==> src/rtl/team_06_spi_pkg.sv <==
// rtl/team_06_spi_pkg.sv - shared types and constants for the SPI transmit serializer
package team_06_spi_pkg;

  typedef enum logic [1:0] {
    IDLE  = 2'd0,
    SHIFT = 2'd1,
    GAP   = 2'd2
  } state_t;

  localparam int EDGE_FALL = 0;
  localparam int EDGE_RISE = 1;
  localparam int ORDER_LSB = 0;
  localparam int ORDER_MSB = 1;

  function automatic logic edge_detect(input logic rise_sel, input logic now, input logic prev);
    return rise_sel ? (now & ~prev) : (~now & prev);
  endfunction

endpackage

==> src/rtl/team_06_spi_tx_serializer_if.sv <==
// rtl/team_06_spi_tx_serializer_if.sv - word handshake into the serializer FIFO
interface team_06_spi_tx_serializer_if #(
  parameter int DATA_W = 8
) ();

  logic [DATA_W-1:0] s_data;
  logic              s_valid;
  logic              s_ready;

  modport master (output s_data, output s_valid, input s_ready);
  modport slave  (input s_data, input s_valid, output s_ready);

endinterface

==> src/rtl/team_06_sync_fifo.sv <==
// rtl/team_06_sync_fifo.sv - single-clock FIFO, registered count, no fall-through
module team_06_sync_fifo #(
  parameter int DATA_W     = 8,
  parameter int FIFO_DEPTH = 4,
  localparam int AW        = $clog2(FIFO_DEPTH),
  localparam int CW        = $clog2(FIFO_DEPTH + 1)
) (
  input  logic              clk,
  input  logic              rst,
  input  logic              push,
  input  logic [DATA_W-1:0] push_data,
  input  logic              pop,
  output logic [DATA_W-1:0] pop_data,
  output logic              full,
  output logic              empty,
  output logic [CW-1:0]     count
);

  logic [DATA_W-1:0] mem [FIFO_DEPTH];
  logic [AW-1:0]     wr_ptr;
  logic [AW-1:0]     rd_ptr;
  logic              push_ok;
  logic              pop_ok;

  // Full blocks a push even when a pop frees a slot in the same cycle.
  assign full     = (count == CW'(FIFO_DEPTH));
  assign empty    = (count == '0);
  assign push_ok  = push & ~full;
  assign pop_ok   = pop & ~empty;
  assign pop_data = mem[rd_ptr];

  always_ff @(posedge clk) begin
    if (push_ok) begin
      mem[wr_ptr] <= push_data;
    end
  end

  always_ff @(posedge clk or negedge rst) begin
    if (!rst) begin
      wr_ptr <= '0;
      rd_ptr <= '0;
      count  <= '0;
    end else begin
      if (push_ok) begin
        wr_ptr <= wr_ptr + 1'b1;
      end
      if (pop_ok) begin
        rd_ptr <= rd_ptr + 1'b1;
      end
      case ({push_ok, pop_ok})
        2'b10:   count <= count + 1'b1;
        2'b01:   count <= count - 1'b1;
        default: count <= count;
      endcase
    end
  end

endmodule

==> src/rtl/team_06_spi_tx_serializer.sv <==
// rtl/team_06_spi_tx_serializer.sv - buffered SPI transmit serializer with generated chip select
module team_06_spi_tx_serializer
  import team_06_spi_pkg::*;
#(
  parameter int DATA_W        = 8,
  parameter int FIFO_DEPTH    = 4,
  parameter int MSB_FIRST     = ORDER_MSB,
  parameter int SHIFT_ON_RISE = EDGE_FALL,
  parameter int CONT_FRAME    = 1,
  parameter int GAP_CYC       = 2,
  localparam int CW           = $clog2(FIFO_DEPTH + 1),
  localparam int BW           = $clog2(DATA_W),
  localparam int GW           = $clog2(GAP_CYC + 1)
) (
  input  logic                          clk,
  input  logic                          rst,
  input  logic                          spiclk,
  input  logic                          enable,
  team_06_spi_tx_serializer_if.slave    stream,
  output logic                          cs,
  output logic                          serial_out,
  output logic                          busy,
  output logic                          frame_done,
  output logic [CW-1:0]                 fifo_count
);

  state_t            state;
  logic [DATA_W-1:0] shreg;
  logic [DATA_W-1:0] shreg_next;
  logic [DATA_W-1:0] head;
  logic [BW-1:0]     bit_cnt;
  logic [GW-1:0]     gap_cnt;
  logic              spiclk_q;
  logic              shift_edge;
  logic              last_bit;
  logic              head_first;
  logic              next_bit;
  logic              full;
  logic              empty;
  logic              pop;

  team_06_sync_fifo #(
    .DATA_W     (DATA_W),
    .FIFO_DEPTH (FIFO_DEPTH)
  ) u_fifo (
    .clk       (clk),
    .rst       (rst),
    .push      (stream.s_valid),
    .push_data (stream.s_data),
    .pop       (pop),
    .pop_data  (head),
    .full      (full),
    .empty     (empty),
    .count     (fifo_count)
  );

  assign stream.s_ready = ~full;

  assign shift_edge = edge_detect(SHIFT_ON_RISE != 0, spiclk, spiclk_q);
  assign last_bit   = (bit_cnt == BW'(DATA_W - 1));

  // The shift register always presents the next bit to send at the end nearest the output.
  assign head_first = (MSB_FIRST != 0) ? head[DATA_W-1]  : head[0];
  assign next_bit   = (MSB_FIRST != 0) ? shreg[DATA_W-2] : shreg[1];
  assign shreg_next = (MSB_FIRST != 0) ? {shreg[DATA_W-2:0], 1'b0}
                                       : {1'b0, shreg[DATA_W-1:1]};

  always_comb begin
    pop = 1'b0;
    case (state)
      IDLE:    pop = enable & ~empty;
      SHIFT:   pop = shift_edge & last_bit & (CONT_FRAME != 0) & enable & ~empty;
      default: pop = 1'b0;
    endcase
  end

  always_ff @(posedge clk or negedge rst) begin
    if (!rst) begin
      state      <= IDLE;
      shreg      <= '0;
      bit_cnt    <= '0;
      gap_cnt    <= '0;
      spiclk_q   <= 1'b0;
      cs         <= 1'b1;
      serial_out <= 1'b0;
      busy       <= 1'b0;
      frame_done <= 1'b0;
    end else begin
      spiclk_q   <= spiclk;
      frame_done <= 1'b0;
      case (state)
        IDLE: begin
          cs         <= 1'b1;
          serial_out <= 1'b0;
          if (pop) begin
            shreg      <= head;
            serial_out <= head_first;
            cs         <= 1'b0;
            bit_cnt    <= '0;
            busy       <= 1'b1;
            state      <= SHIFT;
          end
        end
        SHIFT: begin
          if (shift_edge) begin
            if (!last_bit) begin
              bit_cnt    <= bit_cnt + 1'b1;
              shreg      <= shreg_next;
              serial_out <= next_bit;
            end else if (pop) begin
              shreg      <= head;
              serial_out <= head_first;
              bit_cnt    <= '0;
            end else begin
              cs         <= 1'b1;
              serial_out <= 1'b0;
              frame_done <= 1'b1;
              gap_cnt    <= '0;
              state      <= GAP;
            end
          end
        end
        GAP: begin
          cs <= 1'b1;
          if (gap_cnt == GW'(GAP_CYC - 1)) begin
            gap_cnt <= '0;
            busy    <= 1'b0;
            state   <= IDLE;
          end else begin
            gap_cnt <= gap_cnt + 1'b1;
          end
        end
        default: begin
          cs         <= 1'b1;
          serial_out <= 1'b0;
          busy       <= 1'b0;
          state      <= IDLE;
        end
      endcase
    end
  end

endmodule
==> src/flat_wrapper.sv <==
// flat-port wrapper written by rule: the top's interface ports become plain ports
module team_06_spi_tx_serializer_flat import team_06_spi_pkg::*;
#(
  parameter int DATA_W        = 8,
  parameter int FIFO_DEPTH    = 4,
  parameter int MSB_FIRST     = ORDER_MSB,
  parameter int SHIFT_ON_RISE = EDGE_FALL,
  parameter int CONT_FRAME    = 1,
  parameter int GAP_CYC       = 2,
  localparam int CW           = $clog2(FIFO_DEPTH + 1),
  localparam int BW           = $clog2(DATA_W),
  localparam int GW           = $clog2(GAP_CYC + 1)
)
  (clk, rst, spiclk, enable, cs, serial_out, busy, frame_done, fifo_count, stream_s_data, stream_s_valid, stream_s_ready);
  team_06_spi_tx_serializer_if #(.DATA_W(DATA_W)) stream_i ();
  input  logic clk;
  input  logic rst;
  input  logic spiclk;
  input  logic enable;
  output logic cs;
  output logic serial_out;
  output logic busy;
  output logic frame_done;
  output logic [CW-1:0] fifo_count;
  input wire logic [$bits(stream_i.s_data)-1:0] stream_s_data;
  input wire logic [$bits(stream_i.s_valid)-1:0] stream_s_valid;
  output wire logic [$bits(stream_i.s_ready)-1:0] stream_s_ready;
  assign stream_i.s_data = stream_s_data;
  assign stream_i.s_valid = stream_s_valid;
  assign stream_s_ready = stream_i.s_ready;
  team_06_spi_tx_serializer #(.DATA_W(DATA_W), .FIFO_DEPTH(FIFO_DEPTH), .MSB_FIRST(MSB_FIRST), .SHIFT_ON_RISE(SHIFT_ON_RISE), .CONT_FRAME(CONT_FRAME), .GAP_CYC(GAP_CYC)) u_core (.clk(clk), .rst(rst), .spiclk(spiclk), .enable(enable), .stream(stream_i), .cs(cs), .serial_out(serial_out), .busy(busy), .frame_done(frame_done), .fifo_count(fifo_count));
endmodule
==> config.mk <==
export PLATFORM = sky130hd
export DESIGN_NAME = team_06_spi_tx_serializer_flat
export DESIGN_NICKNAME = d
export VERILOG_FILES = /design/src/rtl/team_06_spi_pkg.sv /design/src/rtl/team_06_spi_tx_serializer_if.sv /design/src/rtl/team_06_sync_fifo.sv /design/src/rtl/team_06_spi_tx_serializer.sv /design/src/flat_wrapper.sv
export SDC_FILE = /design/constraint.sdc
export NUM_CORES = 1
export LEC_CHECK = 0
export BUFFER_PORTS_ARGS = -buffer_cell sky130_fd_sc_hd__clkbuf_2
export CORE_MARGIN = 3
export CORE_UTILIZATION = 29
export CTS_CLUSTER_SIZE = 8
export DETAILED_ROUTE_END_ITERATION = 10
export MAX_ROUTING_LAYER = met4
export SLEW_MARGIN = 20
export SYNTH_ARGS = -nofsm -noshare
export SYNTH_HDL_FRONTEND = slang
export SYNTH_HIERARCHICAL = 1
export SYNTH_SLANG_ARGS = --single-unit
==> constraint.sdc <==
create_clock -name clk -period 7.32 [get_ports clk]
set_input_delay 1.464 -clock clk [delete_from_list [all_inputs] [get_ports clk]]
set_output_delay 1.464 -clock clk [all_outputs]
set_load 0.05 [all_outputs]
==> results.cfg <==
[floorplanning]
core.rowCount = 33
io_pins = 21
dieHeight_um = 100
design.die.area_um2 = 10000
coreArea_um2 = 8420
start_util_pct = 30.6
die_w_um = 100

[yosys]
ys_top_cells_by_count = edfxtp_1 (32), dfrtp_1 (25), inv_1 (13)
synth.cell_area_um2 = 2570
yosysSeqAreaShare_pct = 62.6
synth_top_area_share_pct = 37.3
synth_seq_cells = 58
synth_warnings = 6
ys_async_sr_fraction_pct = 44.8
post-synth-top-count-cell = edfxtp_1
synth_nets = 196
synth-edff-count = 32
synth_cell_types = 38
avgSynthCellArea_um2 = 14.7
ys.flop_type = edfxtp_1
synthCells = 175
synth_area_leaders = edfxtp_1 (37%), dfrtp_1 (24%), mux4_2 (7.0%), ha_1 (3.4%), a2111oi_0 (2.4%)
yosys.area.top_type = edfxtp_1

[worst_setup_path]
end_kind = flop
arrival_ns = 3.83
slowest_delay_ns = 0.52
crit_type = in -> reg
path_cells = clkbuf_2 > nand2b_1 > a211o_4 > inv_1 > o31a_2 > ha_1 > inv_1 > fa_1 > xor2_1 > nor2_1 > xor2_1
crit_fanout = 21
cp-start-kind = primary input
worstPathRequired_ns = 7.57
slowest_stage = a211o_4

[global_route]
overflow = 0
grt_pass1_vias = 1464
grt_first_pass_wirelength_um = 7490
antenna_found_initial = 0
grt_max_degree = 27
grt_usage_pct = 10.2

[clocking]
clk_path_buf_depth = 2
cts_tree = done
cts-htree-levels = 3
cts.clk_slew.worst_paths_ns = 0.06
clkSinkCount = 58
clkLatencyLatePin_ns = 0.33
cts_resized = 0
ctsRootBufferMaster = clkbuf_8
post_cts_buffers = 0
cts_made_buffers = 9
hold_buffers = 0

[place]
place_area_um2 = 2770
dp_hpwl_um = 3020
port-buffer-count = 20
dp_cells = 291
place.gp.congestion = 0.791

[min_path]
worstHoldPathType = reg -> reg

[sta]
setup_viol = 0
grt_setup_unrepaired = no
max_freq_mhz = 279
timing_hold_violations_final = 0
min_period_ns = 3.58
worst_pin_slew_ns = 0.836
fin_setup_tns_ns = 0
finalMaxSlewViolations = 0
layout_worst_path_cycle_share_pct = 48.9
slew_headroom_pct = 44.0
skew_ns = 0.00591

[detailed_routing]
wirelength_um = 4500
wire_per_inst_um = 14.7
ant_nets = 0
drt_pass1_iterations = 4
via_per_inst = 4.79
vias = 1472
drc = 0
drtIter0Drc = 80

[power]
power_switching_w = 0.000411
power_leakage_nw = 1.16
p_comb_share_pct = 29.3
ir_worst_vdd_uv = 154
intPower_w = 0.000821
power_frac_seq_pct = 42.7
clockPowerShare_pct = 28.0
power_density_nw_per_um2 = 410
p_sw_share_pct = 33.4

[job]
drv_cap = 0

[cells_and_area]
n_antenna_cell = 0
final_area_um2 = 3000
finalNonFillerCells = 307
nets = 218
drive_gt1_share_pct = 26.7
synthToLayoutAreaGrowth_pct = 16.7

[run_status]
status = complete, no violations
## metrics by stage
step           hold slack [ns]  setup WS [ns]  util (%)  total power [W]
4_1_cts                  0.521           3.73      35.7          0.00125
3_3_place_gp             0.498           3.43      32.9         0.000892
5_1_grt                  0.533           3.55      35.7          0.00131
3_5_place_dp             0.507           3.40      32.9         0.000899
6_report                 0.510           3.74      35.7          0.00123
2_1_floorplan            0.477           3.72         -         0.000807
## registers in the layout, summed over array words and instances (netlist names)
name / flops
u_core/busy: 1
u_core/state: 2
u_core/spiclk_q: 1
u_core/frame_done: 1
u_core/cs: 1
u_core/u_fifo/rd_ptr: 2
u_core/u_fifo/count: 3
u_core/serial_out: 1
u_core/bit_cnt: 3
u_core/u_fifo/mem: 32
u_core/gap_cnt: 2
u_core/u_fifo/wr_ptr: 2
u_core/shreg: 7
## worst paths after layout
check,from,to,slack [ns],depth (start not counted)
setup / recovery,spiclk,u_core/u_fifo/count[2],3.74,11
hold / removal,u_core/serial_out,u_core/serial_out,0.51,1
setup reg to reg,u_core/bit_cnt[0],u_core/u_fifo/count[2],4.38,12
hold reg to reg,u_core/serial_out,u_core/serial_out,0.51,1
max in group asynchronous,rst,u_core/bit_cnt[0],5.73,1
min in group asynchronous,rst,u_core/shreg[3],1.16,1
## cell type report
| cell class | count | area (µm²) |
|---|---|---|
| fillers | 845 | 5420 |
| flip-flops and latches | 58 | 1610 |
| multi-input cells | 95 | 877 |
| clock buffers | 11 | 131 |
| well taps | 105 | 131 |
| clock inverters | 5 | 103 |
| repair buffers | 20 | 100 |
| inverters | 13 | 48.8 |
## metal layers
metal | GRT usage [%] | up-vias | routed length, µm | share of wire (%)
met1 | 12.9 | 736 | 2010 | 45
met4 | 3.42 | 0 | 23 | 0.51
li1 | - | 702 | - | -
met5 | - | - | 0 | 0
met3 | 4.45 | 4 | 184 | 4.1
met2 | 14.6 | 30 | 2280 | 51
## kinds of logic after synthesis
family | Yosys count | share of synthesized area (%)
adder cells (fa/ha/maj) | 8 | 4.18
flip-flops | 58 | 62.6
buffers and inverters | 22 | 3.30
AND/OR/NAND/NOR | 32 | 8.41
XOR/XNOR | 7 | 2.38
multiplexers | 11 | 8.55
AO/OA/AOI/OAI | 37 | 10.5
## worst max-delay path, delay by kind of cell
kind	cells	cell delay [ns]
compound gates	2	0.70
xor+xnor	2	0.29
fa+ha+maj	2	0.55
buf+inv	3	0.28
simple gates	2	0.55
## cells in the final DEF (no fill, tap or decap), types with 2 or more instances in the layout
master     instances
a2111oi_0          7
a211oi_1           5
a21oi_1            9
and2_2             4
bufinv_16          3
clkbuf_1           2
clkbuf_2          20
clkbuf_8           9
dfrtp_1           25
edfxtp_1          32
ha_1               7
inv_1             13
mux2_4             2
mux4_2             8
nand2_1            3
nand2b_1           2
nor2_1             3
nor2b_1            6
nor3_1             6
o21ai_0            6
o22a_1             2
o2bb2ai_1          2
or3b_1             2
xnor2_1            4
xor2_1             3
## power groups by stage
stage	Combinational (W)	Sequential [W]	Clock (W)
6_report	0.000360	0.000526	0.000345
5_1_grt	0.000396	0.000542	0.000375
4_1_cts	0.000367	0.000529	0.000356
3_5_place_dp	0.000365	0.000534	0
2_1_floorplan	0.000266	0.000541	0
3_3_place_gp	0.000361	0.000531	0
(Power assumes the default switching activity.)
